## src/rtl/scan_pkg.sv

```systemverilog
// scan_pkg: shared types and widths for the scan index sequencer and its downstream decoder
package scan_pkg;
  typedef enum logic [1:0] {IDLE, SCAN, MANUAL} state_t;
  localparam int IDX_W = 2;
  localparam int N_SEL = 4;
endpackage

```

## src/rtl/scan_index_seq_tick_prescaler.sv

```systemverilog
// tick_prescaler: dwell counter; tc is high in the last cycle of each TICK_DIV-cycle dwell
module tick_prescaler #(
  parameter int TICK_DIV = 50000,
  parameter int CNT_W = 16
) (
  input  logic clk,
  input  logic rst_n,
  input  logic clr,
  input  logic run,
  output logic tc
);
  logic [CNT_W-1:0] cnt;
  assign tc = run && cnt == CNT_W'(TICK_DIV - 1);
  always_ff @(posedge clk)
    if (!rst_n || clr) cnt <= '0;
    else if (run) cnt <= tc ? '0 : cnt + 1'b1;
endmodule

```

## src/rtl/scan_index_seq.sv

```systemverilog
// scan_index_seq: 2-bit select index sequencer with timed auto scan and req/ack manual load
module scan_index_seq
  import scan_pkg::*;
#(
  parameter int TICK_DIV = 50000,
  parameter int CNT_W = 16
) (
  input  logic             clk,
  input  logic             rst_n,
  input  logic             en,
  input  logic             mode,
  input  logic [IDX_W-1:0] man_idx,
  input  logic             man_req,
  output logic             man_ack,
  output logic [IDX_W-1:0] index,
  output logic             index_vld,
  output logic             tick,
  output logic             wrap
);
  state_t state, state_nx;
  logic req_armed, armed_nx, tc, clr, serve, tick_nx, wrap_nx;
  logic [IDX_W-1:0] index_nx;
  // Prescaler only runs while staying in SCAN, so mode/en changes swallow a coincident terminal count
  assign clr = !(state == SCAN && en && !mode);
  assign serve = state == MANUAL && en && mode && man_req && req_armed;
  tick_prescaler #(.TICK_DIV(TICK_DIV), .CNT_W(CNT_W)) u_pre (
    .clk(clk), .rst_n(rst_n), .clr(clr), .run(!clr), .tc(tc)
  );
  always_comb begin
    state_nx = !en ? IDLE : mode ? MANUAL : SCAN;
    index_nx = (state == IDLE && state_nx == SCAN) ? '0 : serve ? man_idx : tc ? index + 1'b1 : index;
    tick_nx = serve || tc;
    wrap_nx = tc && index == IDX_W'(N_SEL - 1);
    armed_nx = serve ? 1'b0 : (state == MANUAL && !man_req) ? 1'b1 : req_armed;
  end
  always_ff @(posedge clk)
    if (!rst_n) begin
      state <= IDLE;
      req_armed <= 1'b1;
      index <= '0;
      index_vld <= 1'b0;
      man_ack <= 1'b0;
      tick <= 1'b0;
      wrap <= 1'b0;
    end else begin
      state <= state_nx;
      req_armed <= armed_nx;
      index <= index_nx;
      index_vld <= state_nx != IDLE;
      man_ack <= serve;
      tick <= tick_nx;
      wrap <= wrap_nx;
    end
endmodule

```

## config.mk

```make
export PLATFORM = sky130hd
export DESIGN_NAME = scan_index_seq
export DESIGN_NICKNAME = d
export VERILOG_FILES = /design/src/rtl/scan_pkg.sv /design/src/rtl/scan_index_seq_tick_prescaler.sv /design/src/rtl/scan_index_seq.sv
export SDC_FILE = /design/constraint.sdc
export NUM_CORES = 1
export LEC_CHECK = 0
export BUFFER_PORTS_ARGS = -buffer_cell sky130_fd_sc_hd__buf_2
export CAP_MARGIN = 10
export CORE_UTILIZATION = 59
export DETAILED_ROUTE_END_ITERATION = 12
export PLACE_DENSITY = 0.86
export SLEW_MARGIN = 20
export SYNTH_ARGS = -nofsm -noshare
export SYNTH_HDL_FRONTEND = slang
export SYNTH_SLANG_ARGS = --single-unit
```

## constraint.sdc

```tcl
create_clock -name clk -period 4.6 [get_ports clk]
set_clock_uncertainty 0.1 [all_clocks]
set_input_delay 0 -clock clk [delete_from_list [all_inputs] [get_ports clk]]
set_output_delay 0 -clock clk [all_outputs]
set_load 0.05 [all_outputs]
```

After elaboration in Yosys (flattened, before gate mapping)
Cells that the tools add are included.

word-level totals
  input bits = 7
  logic and storage cells = 44
  output and inout port bits = 6
  register bits = 25

operators by class
  bitwise logic cells = 1
  muxes and demuxes = 7
  reduce and logical (&&, ||, !) cells = 21
  equality and inequality tests = 5
  add/subtract/negate cells = 2

operators by type and width
  operator                                             count
  adder 16 x 1 -> 16 bit, second input constant        1
  equality test 16 bit, second input constant          1
  two-way mux 16 bit                                   1
  logical AND 1 bit                                    10
  two-way mux 2 bit                                    4
  nonzero test 2 bit                                   3
  equality test 2 x 1 -> 1 bit, second input constant  2
  equality test 2 bit, second input constant           2
  logical NOT 1 bit                                    4
  adder 2 x 1 -> 2 bit, second input constant          1
  logical NOT 2 bit                                    1
  logical OR 1 bit                                     2
  two-way mux 1 bit                                    2
  OR reduction 2 bit                                   1
  inverter 1 bit                                       1

Longest topological paths before layout
Gate-level depths: netlist of the first run.

  word-level depth = 6
  gate-level depth with buffers = 8

Modules after synthesis
From an unflattened synthesis of the first run, not the netlist that was laid out.

unflattened totals
  cells, all modules = 119
  area total of the unflattened synthesis = 1128.6 um^2

modules (own cells, without submodules)
  module          cells each  times used  area each (um^2)  seq. area each (um^2)
  tick_prescaler  85          1           769.5             320.3
  scan_index_seq  34          1           359.1             180.2

Least setup slack after synthesis of the first run
OpenSTA, ideal clock, no wires.

  path kind = flip-flop to flip-flop
  start point = register u_pre.cnt[5]
  end point = register u_pre.cnt[10]
  slack = 2634 ps
  stages on the path, launching flop included = 9
  buffers on the path = 3
  arrival = 1752 ps
  data required time = 4385 ps
  library setup time = 115 ps
  cells stage by stage = dfxtp_1 or4_1 nor4b_1 and4_1 buf_6 or2_1 buf_6 buf_6 nor2_1

on the way
  word-level cells in the longest chain between the ends = 3
  elaborated cells between the ends (all ways) = 4

RTL lines
  element                                                         line                                 text
  from (decl)                                                     scan_index_seq_tick_prescaler.sv:12  logic [CNT_W-1:0] cnt;
  from (signal assigned)                                          scan_index_seq_tick_prescaler.sv:16  else if (run) cnt <= tc ? '0 : cnt + 1'b1;
  branches (longest 2 deep; another with adder 16 x 1 -> 16 bit)  -
  two-way mux 16 bit (*)                                          scan_index_seq_tick_prescaler.sv:16

Every way passes the cells marked *.
A chain may end at the register's enable or synchronous reset.

Final worst setup path of the first run
  start point = register u_pre.cnt[5]
  end point = register u_pre.cnt[6]

Same word-level chain as after synthesis.

==> impl_results.md, run 1 <==
* Longest Clk Path Bufs at 2
* GR Util met2 at about a third
* Synth Net Count at 122
* TritonRoute pass-1 iters at 3
* Reg clk slew, reported paths at roughly 0.12 ns
* Full die area at about 2000 um^2
* Fin crit period at 2.26 ns
* RSZ-0062 raised after global routing: false
* Fin Setup TNS at 0 ns
* Met3 layer usage reported by global route at 7.35%
* Crit path kind: reg2reg
* Antenna-violating nets left at 0
* Die width at between 40 and 50 um
* Synth warnings at 0
* Cts hold-fix bufs at 7
* Commonest non-fill, non-tap cell in the layout: dfxtp_1
* Post-route design area at roughly 1200 um^2
* Via count at just over 800
* GRT overflow at 0
* EDFF count, synth at 0
* Fmax at ~440 MHz
* Avg Inst Size Synth at ~9.4 um^2
* Critical Path End Type: register
* Nets at 143
* Crit-path max cell delay at 0.52 ns
* Vias in the first global route at approximately 750
* Total Wirelength at between 1500 and 2000 um
* Synth-to-layout area growth at 14.5%
* Fin. Hold Viols at 0
* Synth Area in Compound Gates at approximately 3.4%
* Startpoint types: register
* First-pass GRT wire length at roughly 3100 um
* Post-route setup slack at 2.34 ns
* DP Wirelength at 1300 um
* Mux cell area share after synthesis at less than 1%
* CP max stage cell: or4_1
* Clock latency on the worst-skew pair at about 0.31 ns
* Starting Density at 66.5%
* PostCTS Resize Cnt at 0
* Final period util at between 40% and 50%
* Synth Register Bits at 25
* Row Count at 14
* CP Max Fanout at 15
* R2R depth at 5
* Worst slew margin at 62.0%
* Mapped Area at ~1100 um^2
* Area of the core at 1590 um^2
* Post-route DRC at 0
* I/O pins at 13
* Pins over their slew limit at 0
* Main combinational cell family by area after synthesis: simple AND/OR/NAND/NOR gates
* Commonest non-fill, non-tap cells in the layout: dfxtp_1 (25), nor2_1 (22), xnor2_1 (12), buf_2 (12)
* GR Util met1 at 29.0%
* Root buffer cell: clkbuf_4
* Final setup fails at 0
* WHS Path Cells at 4
* Worst reg-to-reg setup slack at approximately 2.3 ns
* Placed cell area at around 1100 um^2
* Max Cap Viol at 0
* H-tree depth at 1
* Antenna violations before repair at 0
* Final hold slack at roughly 0.17 ns
* Post-DR wirelength/cell at about 11 um
* Gpl congestion at 0.761
* Seq/Total Area, Yosys at 47.2%
* Status: finished, final reports clean
* Post-Synth Simple-Gate Area at between 20% and 30%
* Area leader, netlist: dfxtp_1
* PwrDens at 270 nW/um^2
* Busiest layer in global routing: met2
* Synth area leaders: dfxtp_1 (47%), xnor2_1 (9.9%), nor2_1 (7.8%), buf_6 (3.2%), nand2_1 (2.5%)
* HP Class: in2reg
* Synth Area in XOR/XNOR at roughly an eighth
* PortBufs at 12
* Vias/cell at 5.15
* # Post-CTS Setup Buffers at 0
* Static leakage at approximately 0.43 nW
* Total global-route track usage at a little over a fifth
* Synth async-reset ratio at 0%
* Pin count of the biggest net entering global routing at 16
* Detailed Route Iter0 Violations at 7
* ANT cells at 0
* Post-synth top flop: dfxtp_1
* Crit path required time at approximately 4.7 ns
* Layout cells sized above 1 at roughly 14%
* Area share of the largest cell type after synthesis at 47.2%
* CP Cell Sequence: or4_1, nor4b_1, and4_1, or2_1, nor2_1
* Critical Path AT at 2.36 ns
* Actual slew at the worst max-slew pin at 0.562 ns
* Worst slack, placed at ~2.3 ns
* Synth Area in Adders at under 10%
* VDD IR-drop max at between 0.2 and 0.25 mV
* Die Y-Extent at approximately 44 um
* Synth cell types at 30
* Num CTS Buffers at 3
* Cells after synthesis at between 100 and 150
* CTS sink cnt at 25
* CTS tree: yes
==> metal layers <==
metal | part of all wire, % | wire length (um)
met1 | 53 | 931
met5 | 0 | 0
met2 | 41 | 730
met3 | 3.7 | 65
met4 | 2.0 | 35
==> synth_stat cells, drive strengths merged (2+ instances only) <==
| master | number |
|---|---|
| nand3 | 5 |
| buf | 3 |
| inv | 4 |
| a211oi | 2 |
| ha | 2 |
| and4 | 2 |
| nor3 | 2 |
| nand2 | 7 |
| xor2 | 3 |
| nor2b | 2 |
| xnor2 | 12 |
| and3 | 3 |
| nand4 | 3 |
| nor4 | 4 |
| nor2 | 22 |
| dfxtp | 25 |
==> registers in the layout, indices dropped and copies added, names as in the netlist <==
name,count
req_armed,1
wrap,1
index_vld,1
u_pre.cnt,16
man_ack,1
tick,1
index,2
state,2
==> through the flow <==
step | utilization (%) | instances | total power, W
floorplan | - | 113 | 0.000230
global placement | 70.0 | 146 | 0.000234
detailed placement | 70.0 | 146 | 0.000235
CTS | 76.1 | 157 | 0.000328
global route | 76.1 | 157 | 0.000339
finish | 76.1 | 157 | 0.000327
==> critical path, delay by kind of cell, from the launching register on <==
family	cells	cell delay, ns
and+or+nand+nor	5	1.68
DFF	1	0.36
==> cell families after synthesis <==
| kind of cell | count (synthesis) |
|---|---|
| buffers and inverters | 7 |
| adder cells (fa/ha/maj) | 2 |
| XOR/XNOR | 15 |
| AO/OA/AOI/OAI | 5 |
| flip-flops | 25 |
| AND/OR/NAND/NOR | 58 |
| multiplexers | 1 |
==> where the power goes <==
part	switching, W	internal [W]	total [W]
Sequential	0.00000102	0.000218	0.000219
Clock	0.0000610	0.0000326	0.0000935
Combinational	0.00000725	0.00000761	0.0000149
==> final cells by class <==
cell class	instances	area, um^2
clock buffer	3	22.5
clock inverter	1	5.00
fill	127	380
inverter	4	15.0
multi-input combinational	81	510
sequential	25	500
tap	24	30.0
timing repair buffer	19	130
==> path summary, 6_finish.rpt <==
| kind | from | end |
|---|---|---|
| max reg2reg | u_pre.cnt[5] | u_pre.cnt[6] |
| min reg2reg | u_pre.cnt[0] | u_pre.cnt[0] |
| max | u_pre.cnt[5] | u_pre.cnt[6] |
| min | man_req | man_ack |
Note: power is estimated with default switching activity, not from simulation.
==> run 2: changes to the inputs <==
Settings changed: ABC_AREA set to 1, CORE_UTILIZATION 59 to 57, PLACE_DENSITY 0.86 to 0.82.
Clock period 4.6 ns to 2.36 ns, I/O delays scaled along.
==> run 2 against run 1 <==
  * Count of clock-buffer cells in the layout is the same
  * Register-to-register slack worse by 1.5 ns
  * Via count rose by 69%
  * Wire length rose by 75%
  * Largest power group unchanged
  * Critical endpoint is now u_pre.cnt[8]
  * Worst setup slack worse by 1.5 ns
  * Area after synthesis is 31% higher
  * Largest cell class unchanged
  * Design area up 29%
  * Clock power grew 110%
==> impl_results.md, run 2 <==
* Seq/Total Area, Yosys at 36.0% (-11 points)
* Antenna violations before repair at 0 (unchanged)
* Area leader, netlist: dfxtp_1
* Largest Register: u_pre.cnt
* Post-route DRC at 0 (unchanged)
* Static leakage at 0.647 nW (+52%)
* Area share of the largest cell type after synthesis at 36.0% (-11 points)
* Detailed Route Iter0 Violations at 39 (+32)
* Row Count at 17 (+3)
* R2R depth at 8 (+3)
* RSZ-0062 raised after global routing: false
* Top flop regs: u_pre.cnt x16, index x2, state x2
* Critical path launch point: u_pre.cnt[0]
* Nets at 244 (+71%)
* Die width at 51.4 um (+16%)
* Placed cell area at 1470 um^2 (+32%)
* Pins over their slew limit at 0 (unchanged)
* Synth async-reset ratio at 0% (unchanged)
* Worst reg-to-reg setup slack at 0.85 ns (-1.48 ns)
* Crit path kind: reg2reg
* Longest Clk Path Bufs at 2 (unchanged)
* Fin cells at 262 (+67%)
* Reg clk slew, reported paths at 0.14 ns (+0.02 ns)
* Final hold slack at 0.394 ns (+0.228 ns)
* EDFF count, synth at 0 (unchanged)
* Critical Path End Type: register
* Layout cells sized above 1 at 17.9% (+3.7 points)
* Synth-to-layout area growth at 12.9%
* Vias/cell at 5.21 (+1.2%)
* First-pass GRT wire length at 5250 um (+67%)
* Crit path required time at 2.48 ns (-2.22 ns)
* Vias in the first global route at 1,232 (+64%)
* Critical R2R Capture: u_pre.cnt[8]
* Commonest non-fill, non-tap cell in the layout: nand2_1
* Via count at 1,365 (+69%)
* Avg Inst Size Synth at 6.53 um^2 (-30%)
* Num CTS Buffers at 3 (unchanged)
* GRT overflow at 0 (unchanged)
* Total Wirelength at 3090 um (+75%)
* CP Max Fanout at 9 (-6)
* Clock latency on the worst-skew pair at 0.33 ns (+0.02 ns)
* PortBufs at 12 (unchanged)
* Full die area at 2640 um^2 (+34%)
* Filler cells at 190 (+50%)
* Placed cells at 251 (+72%)
* CTS tree: yes
* Worst slew margin at 82.2% (+20 points)
* Synth Register Bits at 25 (unchanged)
* Commonest non-fill, non-tap cells in the layout: nand2_1 (51), nor2_1 (43), inv_1 (25), dfxtp_1 (25), nand3_1 (15)
* Critical Path AT at 1.63 ns (-0.73 ns)
* Fmax at 664 MHz (+50%)
* Max reg flops at 16 (unchanged)
* TritonRoute pass-1 iters at 4 (+1)
* Root buffer cell: clkbuf_4
* Post-DR wirelength/cell at 11.8 um (+5.0%)
* Count leader, synth: nand2_1
* Area of the core at 2250 um^2 (+41%)
* Crit Reg-Reg Startpoint: u_pre.cnt[0]
* Antenna-violating nets left at 0 (unchanged)
* Mapped Area at 1390 um^2 (+31%)
* Synth warnings at 0 (unchanged)
* Post-synth top flop: dfxtp_1
* Max Cap Viol at 0 (unchanged)
* Synth area leaders: dfxtp_1 (36%), nand2_1 (14%), nor2_1 (12%), inv_1 (6.7%), nor2_4 (5.7%)
* Total global-route track usage at 26.9% (+5.0 points)
* Synth cell count leaders: nand2_1 (51), nor2_1 (43), dfxtp_1 (25), inv_1 (25), nand3_1 (15)
* H-tree depth at 1 (unchanged)
* Starting Density at 61.7% (-4.8 points)
* Worst setup endpoint: u_pre.cnt[8]
* HP Class: in2reg
* Synth cell types at 24 (-20%)
* Cells after synthesis at 213 (+88%)
* PwrDens at 423 nW/um^2 (+57%)
* Pin count of the biggest net entering global routing at 15 (-1)
* Die Y-Extent at 51.4 um (+16%)
* ANT cells at 0 (unchanged)
* VDD IR-drop max at 0.436 mV (+110%)
* I/O pins at 13 (unchanged)
* Fin Setup TNS at 0 ns (unchanged)
* Status: finished, final reports clean
* Final Util at 69.7% (-6.4 points)
* Final setup fails at 0 (unchanged)
* Actual slew at the worst max-slew pin at 0.267 ns (-0.295 ns)
* CTS sink cnt at 25 (unchanged)
* WHS Path Cells at 4 (unchanged)
* Gpl congestion at 0.919 (+21%)
* Post-route design area at 1570 um^2 (+29%)
* DP Wirelength at 2330 um (+79%)
* Startpoint types: register
* Fin crit period at 1.51 ns (-0.757 ns)
* Final period util at 63.8% (+15 points)
* Fin. Hold Viols at 0 (unchanged)
* Synth Net Count at 222 (+82%)
==> run 2: cell type report <==
cell class	count	area [um^2]	share of cell area, %
inverter	32	120	7.64
clock inverter	1	5.00	0.318
clock buffer	3	22.5	1.43
multi-input combinational	154	758	48.2
tap	28	35.0	2.23
timing repair buffer	19	130	8.28
sequential	25	500	31.8
==> run 2: critical path, stage by stage (launching register included) <==
cell and delay, ns:
dfxtp_1 0.38, ha_1 0.21, nand2_1 0.10, nor2_1 0.15, nand2_1 0.09, nor2_1 0.19, nor2_4 0.09, nand2_1 0.06
nor2_1 0.03
==> run 2: what timing repair did <==
| action | CTS | global route |
|---|---|---|
| hold endpoints to repair | 10 | 0 |
| hold buffers | 7 | 0 |
| resized for setup | 0 | 0 |
| buffers inserted | 0 | 0 |
==> run 2: how the worst min path moves through the flow <==
stage	slack, ns	end	start
final	0.39	index_vld	en
after global routing	0.41	wrap	rst_n
after CTS	0.38	index_vld	rst_n
after detailed placement	0.18	state[0]	mode
after global placement	0.17	state[0]	mode
after floorplan	-0.02	state[0]	mode
==> run 2: stage by stage <==
step | power, W | setup slack [ns]
2_1_floorplan | 0.000460 | 0.948
3_3_place_gp | 0.000472 | 0.964
3_5_place_dp | 0.000474 | 0.892
4_1_cts | 0.000669 | 0.871
5_1_grt | 0.000689 | 0.736
6_report | 0.000665 | 0.853
==> run 2: metal layers <==
layer	wire length (um)	up-vias	GRT usage [%]
met1	1440	626	34.4
met4	44	0	9.46
li1	-	707	-
met5	0	-	0
met3	104	5	3.57
met2	1490	27	45.7
==> run 2: cell families after synthesis <==
family,synth area share (%)
compound gates,4.23
flops,36.0
buf+inv,9.53
xor+xnor,1.26
fa+ha+maj,1.80
simple gates,47.2
==> run 2: where the power goes <==
group / internal [W] / leakage [nW] / switching [W]
registers: 0.000425 / 0.202 / 0.00000231
logic: 0.0000183 / 0.427 / 0.0000278
clock network: 0.0000636 / 0.0177 / 0.000128
